<file path="src/rtl/servo_pkg.sv">
// servo_pkg: shared definitions for the servo_bank PWM controller.
//   - default timing constants for a 100 MHz clock (20 ms frame, 1 ms minimum
//     pulse, cycles per position unit)
//   - width helpers for the pulse-width datapath and the channel index
//   - the position-to-pulse-width conversion, including the POS_MAX clamp
package servo_pkg;

  localparam int unsigned DEF_PERIOD_CYC    = 32'd2_000_000;
  localparam int unsigned DEF_MIN_PULSE_CYC = 32'd100_000;
  localparam int unsigned DEF_CYC_PER_DEG   = 32'd556;

  // ceil(log2(x)) but never below 1, so single-value fields keep one bit
  function automatic int unsigned clog2_min1(input int unsigned x);
    return (x <= 32'd2) ? 32'd1 : 32'($clog2(x));
  endfunction

  // bits needed to hold any value 0..period_cyc (pulse widths and frame counter)
  function automatic int unsigned pw_width(input int unsigned period_cyc);
    return 32'($clog2(period_cyc + 32'd1));
  endfunction

  // bits of the channel index port
  function automatic int unsigned ch_width(input int unsigned n_ch);
    return clog2_min1(n_ch);
  endfunction

  // pulse width for a commanded position; positions beyond pos_max clamp
  function automatic int unsigned pos_to_width(input int unsigned pos,
                                               input int unsigned min_pulse,
                                               input int unsigned cyc_per_deg,
                                               input int unsigned pos_max);
    int unsigned p;
    p = (pos > pos_max) ? pos_max : pos;
    return min_pulse + p * cyc_per_deg;
  endfunction

endpackage

</file>
<file path="src/rtl/servo_channel.sv">
// servo_channel: one servo output of servo_bank.
// Holds the target width (tgt), the active width (cur), the settle counter,
// and the registered pwm/done outputs. cur only moves at frame end so a pulse
// in flight is never cut short.
// Ports:
//   clk, clr   clock and synchronous active-low reset
//   fe_i       frame-end strobe (last cycle of the frame)
//   fc_i       shared frame counter
//   en_i       output enable; 0 forces pwm low without touching state
//   load_i     accept tgt_i as the new target this cycle
//   tgt_i      commanded target width
//   pwm_o      servo pulse
//   done_o     1 = at target and held there for SETTLE_FRAMES frames
module servo_channel
  import servo_pkg::*;
#(
  parameter int unsigned PW_W          = 32'd8,
  parameter int unsigned SC_W          = 32'd4,
  parameter int unsigned HOME_W        = 32'd10,
  parameter int unsigned SLEW_CYC      = 32'd0,
  parameter int unsigned SETTLE_FRAMES = 32'd15
) (
  input  logic            clk,
  input  logic            clr,
  input  logic            fe_i,
  input  logic [PW_W-1:0] fc_i,
  input  logic            en_i,
  input  logic            load_i,
  input  logic [PW_W-1:0] tgt_i,
  output logic            pwm_o,
  output logic            done_o
);

  localparam logic [PW_W-1:0] HOME_V   = PW_W'(HOME_W);
  localparam logic [PW_W-1:0] SLEW_V   = PW_W'(SLEW_CYC);
  localparam logic [SC_W-1:0] SETTLE_V = SC_W'(SETTLE_FRAMES);

  logic [PW_W-1:0] tgt_q, tgt_d;
  logic [PW_W-1:0] cur_q, cur_d;
  logic [SC_W-1:0] settle_q, settle_d;
  logic            pwm_q, pwm_d;
  logic            done_q, done_d;
  logic [PW_W-1:0] diff_s;
  logic [PW_W-1:0] step_s;

  // width cur would take at the next frame end: one slew step toward tgt
  always_comb begin
    diff_s = '0;
    step_s = tgt_q;
    if (tgt_q > cur_q) begin
      diff_s = tgt_q - cur_q;
    end else begin
      diff_s = cur_q - tgt_q;
    end
    if ((SLEW_CYC == 32'd0) || (diff_s <= SLEW_V)) begin
      step_s = tgt_q;
    end else if (tgt_q > cur_q) begin
      step_s = cur_q + SLEW_V;
    end else begin
      step_s = cur_q - SLEW_V;
    end
  end

  // next-state: frame-end stepping first, then the command so its settle clear wins
  always_comb begin
    cur_d    = cur_q;
    tgt_d    = tgt_q;
    settle_d = settle_q;
    if (fe_i) begin
      if (cur_q != tgt_q) begin
        cur_d    = step_s;
        settle_d = '0;
      end else if (settle_q != SETTLE_V) begin
        settle_d = settle_q + SC_W'(1'b1);
      end else begin
        settle_d = settle_q;
      end
    end else begin
      cur_d = cur_q;
    end
    // a command repeating the present target is ignored so done is not disturbed
    if (load_i && (tgt_i != tgt_q)) begin
      tgt_d    = tgt_i;
      settle_d = '0;
    end else begin
      tgt_d = tgt_q;
    end
    done_d = (cur_q == tgt_q) && (settle_q == SETTLE_V);
    pwm_d  = en_i && (fc_i < cur_q);
  end

  // channel state registers with synchronous reset to the home position
  always_ff @(posedge clk) begin
    if (!clr) begin
      tgt_q    <= HOME_V;
      cur_q    <= HOME_V;
      settle_q <= SETTLE_V;
      pwm_q    <= 1'b0;
      done_q   <= 1'b1;
    end else begin
      tgt_q    <= tgt_d;
      cur_q    <= cur_d;
      settle_q <= settle_d;
      pwm_q    <= pwm_d;
      done_q   <= done_d;
    end
  end

  assign pwm_o  = pwm_q;
  assign done_o = done_q;

endmodule

</file>
<file path="src/rtl/servo_bank.sv">
// servo_bank: N_CH-channel hobby-servo PWM controller on one shared frame.
// Owns the frame counter, command decode and the cmd_err pulse; each channel's
// target/slew/settle logic lives in servo_channel.
// Ports:
//   clk        system clock
//   clr        synchronous active-low reset
//   cmd_valid  single-cycle command strobe (always accepted)
//   cmd_ch     target channel
//   cmd_pos    commanded position (clamped to POS_MAX)
//   en         per-channel output enable
//   pwm        servo pulse outputs
//   done       per-channel at-target-and-settled flags
//   cmd_err    one-cycle pulse for a command to a nonexistent channel
module servo_bank
  import servo_pkg::*;
#(
  parameter int unsigned N_CH          = 32'd4,
  parameter int unsigned PERIOD_CYC    = DEF_PERIOD_CYC,
  parameter int unsigned MIN_PULSE_CYC = DEF_MIN_PULSE_CYC,
  parameter int unsigned CYC_PER_DEG   = DEF_CYC_PER_DEG,
  parameter int unsigned POS_MAX       = 32'd180,
  parameter int unsigned HOME_POS      = 32'd0,
  parameter int unsigned SLEW_CYC      = 32'd0,
  parameter int unsigned SETTLE_FRAMES = 32'd15,
  localparam int unsigned CH_W         = ch_width(N_CH)
) (
  input  logic            clk,
  input  logic            clr,
  input  logic            cmd_valid,
  input  logic [CH_W-1:0] cmd_ch,
  input  logic [7:0]      cmd_pos,
  input  logic [N_CH-1:0] en,
  output logic [N_CH-1:0] pwm,
  output logic [N_CH-1:0] done,
  output logic            cmd_err
);

  localparam int unsigned     PW_W    = pw_width(PERIOD_CYC);
  localparam int unsigned     SC_W    = clog2_min1(SETTLE_FRAMES + 32'd1);
  localparam int unsigned     HOME_W  = pos_to_width(HOME_POS, MIN_PULSE_CYC, CYC_PER_DEG, POS_MAX);
  localparam logic [PW_W-1:0] FC_LAST = PW_W'(PERIOD_CYC - 32'd1);
  // one extra bit so the compare also works when N_CH is a power of two
  localparam logic [CH_W:0]   N_CH_V  = (CH_W + 1)'(N_CH);

  logic [PW_W-1:0] fc_q, fc_d;
  logic            fe_s;
  logic [PW_W-1:0] tgt_w_s;
  logic            ch_ok_s;
  logic [N_CH-1:0] load_s;
  logic            cmd_err_q, cmd_err_d;

  // frame counter wraps after the frame-end cycle
  always_comb begin
    fe_s = (fc_q == FC_LAST);
    if (fe_s) begin
      fc_d = '0;
    end else begin
      fc_d = fc_q + PW_W'(1'b1);
    end
  end

  // command decode: width conversion, channel range check, per-channel load
  always_comb begin
    tgt_w_s   = PW_W'(pos_to_width(32'(cmd_pos), MIN_PULSE_CYC, CYC_PER_DEG, POS_MAX));
    ch_ok_s   = ({1'b0, cmd_ch} < N_CH_V);
    cmd_err_d = cmd_valid && !ch_ok_s;
    for (int i = 0; i < int'(N_CH); i++) begin
      load_s[i] = cmd_valid && ch_ok_s && (cmd_ch == CH_W'(i));
    end
  end

  // frame counter and error pulse registers
  always_ff @(posedge clk) begin
    if (!clr) begin
      fc_q      <= '0;
      cmd_err_q <= 1'b0;
    end else begin
      fc_q      <= fc_d;
      cmd_err_q <= cmd_err_d;
    end
  end

  assign cmd_err = cmd_err_q;

  for (genvar g = 0; g < int'(N_CH); g++) begin : g_ch
    servo_channel #(
      .PW_W          (PW_W),
      .SC_W          (SC_W),
      .HOME_W        (HOME_W),
      .SLEW_CYC      (SLEW_CYC),
      .SETTLE_FRAMES (SETTLE_FRAMES)
    ) u_ch (
      .clk    (clk),
      .clr    (clr),
      .fe_i   (fe_s),
      .fc_i   (fc_q),
      .en_i   (en[g]),
      .load_i (load_s[g]),
      .tgt_i  (tgt_w_s),
      .pwm_o  (pwm[g]),
      .done_o (done[g])
    );
  end

endmodule

</file>
<file path="config.mk">
export PLATFORM = sky130hd
export DESIGN_NAME = servo_bank
export DESIGN_NICKNAME = d
export VERILOG_FILES = /design/src/rtl/servo_pkg.sv /design/src/rtl/servo_channel.sv /design/src/rtl/servo_bank.sv
export SDC_FILE = /design/constraint.sdc
export NUM_CORES = 1
export LEC_CHECK = 0
export CORE_UTILIZATION = 57
export CTS_CLUSTER_DIAMETER = 200
export DETAILED_ROUTE_END_ITERATION = 10
export PLACE_DENSITY_LB_ADDON = 0.08
export SLEW_MARGIN = 20
export SYNTH_ARGS = -nofsm -noshare
export SYNTH_HDL_FRONTEND = slang
export SYNTH_SLANG_ARGS = --single-unit
export TNS_END_PERCENT = 5
</file>
<file path="constraint.sdc">
create_clock -name clk -period 6.91 [get_ports clk]
set_input_delay 1.382 -clock clk [delete_from_list [all_inputs] [get_ports clk]]
set_output_delay 1.382 -clock clk [all_outputs]
set_load 0.02 [all_outputs]
</file>
# Word-level counts from Yosys, hierarchy flattened

Index checks and enable logic that the tools add are counted.
Widths: inputs -> output; s select.

Add/subtract/negate cells: 6
$mul: 1
Magnitude comparators: 5
Eq/ne operators: 24
Multiplexer cells: 17
Bitwise operators: 1
Reductions and logical operators: 34

Operators with widths:

| operator               | count |
|---|---|
| $eq 21x21->1           | 4 |
| $lt 21x21->1           | 4 |
| $ne 19x21->1           | 4 |
| $ne 21x21->1           | 4 |
| $mux 4                 | 16 |
| $add 21x1->21 const B  | 1 |
| $eq 21x21->1 const B   | 1 |
| $add 17x18->19 const A | 1 |
| $add 4x1->4 const B    | 4 |
| $eq 4x4->1 const B     | 4 |
| $logic_and 1x1->1      | 16 |
| $mul 8x8->16 const B   | 1 |
| $ne 4x4->1 const B     | 4 |
| $reduce_and 2->1       | 8 |
| $reduce_bool 3->1      | 4 |
| $gt 8x8->1 const B     | 1 |
| $mux 8                 | 1 |
| $reduce_bool 2->1      | 4 |
| $eq 2x2->1 const B     | 2 |
| $eq 2x1->1 const B     | 1 |
| $logic_not 2->1        | 1 |
| $reduce_or 2->1        | 1 |
| $not 1->1              | 1 |

Bits in registers: 213
Input bits: 17
Output and inout bits: 9
Logic and storage cells: 109

# Longest topological paths before layout

Word-level depth: 8
Depth in mapped cells: 23
Mapped depth without buffers: 21

# Hierarchy

From an unflattened synthesis, not the netlist that was laid out.

Cell total of the unflattened synthesis: 1,587
Area, all modules: 13,289.0 µm²

By module, submodules not included:

| module        | instances | cells an instance | area an instance (µm²) | sequential area each (µm²) |
|---|---|---|---|---|
| servo_channel | 4         | 330               | 2,755.1                | 960.9 |
| servo_bank    | 1         | 267               | 2,268.4                | 420.4 |

# Least setup slack after synthesis

OpenSTA, ideal clock, no wires.

Kind: input port to flip-flop
Start point: in cmd_pos[7]
End point: reg g_ch[0].u_ch.tgt_q[10]
Setup time: 0.072 ns
Arrival: 6.890 ns
Required time: 6.838 ns
Slack: -0.052 ns
Stages on the path: 22
Buffers on the path: 3
Path through: buf_2 -> inv_1 -> a221oi_1 -> inv_1 -> ha_1 -> ha_1 -> inv_1 -> fa_1 -> inv_1 -> ha_1 -> buf_2 -> a21oi_2 -> o211ai_2 -> a221oi_4 -> and3_4 -> o211ai_1 -> o22ai_2 -> xor2_1 -> or4_4 -> o21ai_4 -> buf_12 -> mux2i_1

Longest elaborated chain between the ends: 6

Ends and longest elaborated chain:

| element                   | line                 | source |
|---|---|---|
| from (decl)               | servo_bank.sv:31     | `input logic [7:0] cmd_pos,` |
| $gt 8x8->1                | servo_pkg.sv:33      | `p = (pos > pos_max) ? pos_max : pos;` |
| $mux 8                    | servo_pkg.sv:33      |  |
| $mul 8x8->16              | servo_pkg.sv:34      | `return min_pulse + p * cyc_per_deg;` |
| $add 17x18->19            | servo_pkg.sv:34      |  |
| net g_ch[0].u_ch.tgt_i[2] | servo_channel.sv:29  | `input logic [PW_W-1:0] tgt_i,` |
| $ne 19x21->1              | servo_channel.sv:82  | `if (load_i && (tgt_i != tgt_q)) begin` |
| $logic_and 1x1->1         | servo_channel.sv:82  |  |
| to (signal assigned)      | servo_channel.sv:101 | `tgt_q <= tgt_d;` |
| to (decl)                 | servo_channel.sv:38  | `logic [PW_W-1:0] tgt_q, tgt_d;` |

The timed path passes the listed nets, and every way through them passes these cells.
A chain may end at the register's enable or synchronous reset.

# Final worst setup path

Start point: in cmd_pos[0]
End point: reg g_ch[3].u_ch.tgt_q[12]

Longest elaborated chain between the ends: 6

Ends and longest elaborated chain:

| element                   | line |
|---|---|
| $gt 8x8->1                | servo_pkg.sv:33 |
| $mux 8 (*)                | servo_pkg.sv:33 |
| $mul 8x8->16 (*)          | servo_pkg.sv:34 |
| $add 17x18->19 (*)        | servo_pkg.sv:34 |
| net g_ch[0].u_ch.tgt_i[2] | servo_channel.sv:29 |
| $ne 19x21->1 (*)          | servo_channel.sv:82 |
| $logic_and 1x1->1 (*)     | servo_channel.sv:82 |
| to (signal assigned)      | servo_channel.sv:101 |
| to (decl)                 | servo_channel.sv:38 |

The timed path passes the listed nets; every way through them passes the cells marked *.

==> qor.txt <==
Max Cap Violations = 0
DRT iter0 DRCs = 593
Avg Cell Area, Syn = 8.98 um2
maximum clock frequency = 0.153 GHz
Setup CP Type = in -> reg
min-delay worst type = reg -> reg
total negative setup slack = 0 ns
wire per inst = 17.8 um
GRT Total Usage = 0.288
clk_skew = 0.0150 ns
sequential share of the synthesized area = 0.293
nets = 1562
Routed Antenna Nets = 0
# rows = 53
Worst-Skew Late Latency = 0.44 ns
Post-Syn Nets = 1507
number of remaining DRC errors = 0
crit path cell chain = clkdlybuf4s50_1, buf_4, nor2b_1, a221oi_2, inv_1, ha_1, ha_1, inv_1, fa_1, inv_1, ha_1, a21oi_2, nor2b_1, o41a_1, nor3b_1, o211a_1, a21oi_1, xnor3_1, nor3b_1, a31o_2, mux2i_1
Slew Viols, Final = 0
wire length after detailed routing = 30700 um
routability cong. = 0.963
GRT overflow = 0
Die ar. = 22300 um2
LEAKAGE = 6.68 nW
Die Y = 149 um
Rel. slew slack = 0.322
Syn Inst Count = 1378
Critical Path Max Stage Delay = 0.53 ns
critical path data arrival time = 6.87 ns
Filler cells = 1763
area grow syn2layout = 12.0%
DP Worst Slack = -0.307 ns
number of enable flip-flop cells after synthesis = 0
share of cells above drive strength 1 = 0.103
cell with the most instances after synthesis = dfxtp_1
CTS tree = built
CP startpoint = cmd_pos[0]
Non-Filler Instances = 1721
worst slew pin tran = 1.01 ns
CP max-delay cell = fa_1
clk slew on worst S/H paths = 0.07 ns
fin crit period = 6.53 ns
VDD IR max = 0.000212 V
vias in the first global route = 9215
largest net degree at the start of global routing = 99
initial core utilization = 0.585
initial antenna violation count = 0
pwr dens = 301 nW/um2
total number of vias = 9652
cell taking the most area after synthesis = dfxtp_1
Setup Fix Bufs, Post-CTS = 0
Synth cell types = 88
Sequential Area = 3620 um2
run status = complete, no violations
yosys warns = 0
IO Pins = 26
DR vias/cell = 5.61
CP startpoint kind = input port
# diodes = 0
final worst-path setup slack = 0.384 ns
CTS max path bufs = 2
post-DP HPWL = 23700 um
synthesized cell area = 12400 um2
area of the multi-input gates = 8070 um2
CTS Sinks = 181
worst r2r src = g_ch[2].u_ch.step_s[15]
commonest register cell after synthesis = dfxtp_1
asr flop ratio synth = 0
Root Buffer = clkbuf_16
DRT Pass-1 Iters = 5
Commonest cells post-synth = 181 x dfxtp_1, 145 x nand2_1, 108 x inv_1, 105 x ha_1, 104 x mux2i_1
first-pass GRT wire length = 48800 um
Synth top area share = 0.293
Crit path buffers/inverters = 5
TritonCTS Buffers = 17
CP Max Fanout = 7
Hold WS = 0.473 ns
endpoints failing hold = 0
count of state elements after synthesis = 181
Placed Cells = 1689
area of the core = 21200 um2
PortBufs = 24
RSZ-0062 raised after global routing = no
CTS H-tree lvls = 4
final worst-path cycle share = 0.944
main area contributors after synthesis = dfxtp_1 29%, ha_1 11%, mux2i_1 8.4%
delay-heaviest family, CP = compound AO/OA/AOI/OAI gates
Setup-failing EPs final = 0
Hold Path Origin = fc_q[0]
CP Capture Type = flip-flop
Chip Width = 149 um
Required @ worst endpoint = 7.26 ns
## power breakdown
part | leakage [nW] | total, mW | switching, mW | internal (mW)
clock | 0.288 | 0.971 | 0.439 | 0.532
sequential | 1.47 | 1.22 | 0.113 | 1.11
combinational | 4.92 | 1.98 | 0.978 | 1.00
## layout by cell type, fill, tap and decap left out, types with 5 or more instances in the layout
cell             instances
o21ai_0                 40
a21o_1                  35
xnor3_1                 17
or3_1                    5
and2_1                  15
inv_6                    5
and3_1                   9
a21oi_1                 36
o211ai_1                15
ha_1                   105
xnor2_1                 72
nor2b_1                 67
nor2_1                  51
nand4_1                 23
nor4_1                  14
xor2_1                  70
o31ai_1                  5
o21ai_1                  5
a21boi_0                 9
a211o_1                  5
nand3b_1                 5
o21a_1                   8
buf_4                   72
clkdlybuf4s50_1         23
nand3_1                 30
mux2i_1                104
a31oi_1                  6
nand2b_1                16
o221ai_1                 7
nand2_1                145
fa_1                     7
dfxtp_1                181
inv_1                  108
clkbuf_16               17
nor3_1                  14
## final timing paths
| kind | endpoint | slack [ns] | cells after the start |
|---|---|---|---|
| worst max-delay path | g_ch[3].u_ch.step_s[12] | 0.38 | 21 |
| worst min-delay path | fc_q[0] | 0.47 | 1 |
| worst min register to register | fc_q[0] | 0.47 | 1 |
| worst max register to register | g_ch[2].u_ch.cur_q[5] | 3.72 | 8 |
## registers in the layout, summed over array words and instances, names as in the netlist
register	count
fc_q	21
g_ch.u_ch.cur_q	68
g_ch.u_ch.done_o	4
g_ch.u_ch.pwm_o	4
g_ch.u_ch.settle_q	16
g_ch.u_ch.step_s	68
## layer usage
layer  track usage  share of wire
met4         0.122          0.034
met1         0.376           0.46
met2         0.471           0.46
met3        0.0422          0.050
met5             0              0
## logic make-up (layout without fill, tap and decap cells)
| family | after synthesis | after routing | share of synthesized area |
|---|---|---|---|
| AOI/OAI and AO/OA | 219 | 219 | 0.128 |
| xor gates and xnor gates | 165 | 165 | 0.140 |
| adders and majority gates | 113 | 113 | 0.118 |
| buffers and inverters | 170 | 238 | 0.0583 |
| DFF | 181 | 181 | 0.293 |
| muxes | 104 | 104 | 0.0842 |
| other | 2 | 2 | 0.000607 |
| and+or+nand+nor | 424 | 424 | 0.178 |
## worst register-to-register path, stage by stage, from the launching register on
cell	delay, ns
dfxtp_1	0.50
xor2_1	0.17
nor4_1	0.35
nand3_1	0.12
nor4_1	0.78
nand2b_1	0.82
nand2_1	0.13
o21ai_0	0.11
nand2_1	0.08
## stage by stage
stage               area, um2  power, mW   util
CTS                     13800       4.14  0.653
global placement        13200       3.17  0.626
finish                  13900       4.17  0.655
global route            13900       4.42  0.655
floorplan               12400       2.58      -
detailed placement      13200       3.18  0.626
## area by class of cell
class                      instances  area share
clock buffer                      20      0.0337
inverter                         108      0.0293
sequential                       181       0.261
timing repair buffer              98      0.0599
clock inverter                    12     0.00849
tap                              275      0.0248
multi-input combinational       1027       0.582
## repair_timing
action / in CTS / in global routing
hold buffers: 0 / 0
gates resized for setup: 0 / 7
endpoints found under the setup margin: 0 / 74
Power figures use the tool's default switching activity.
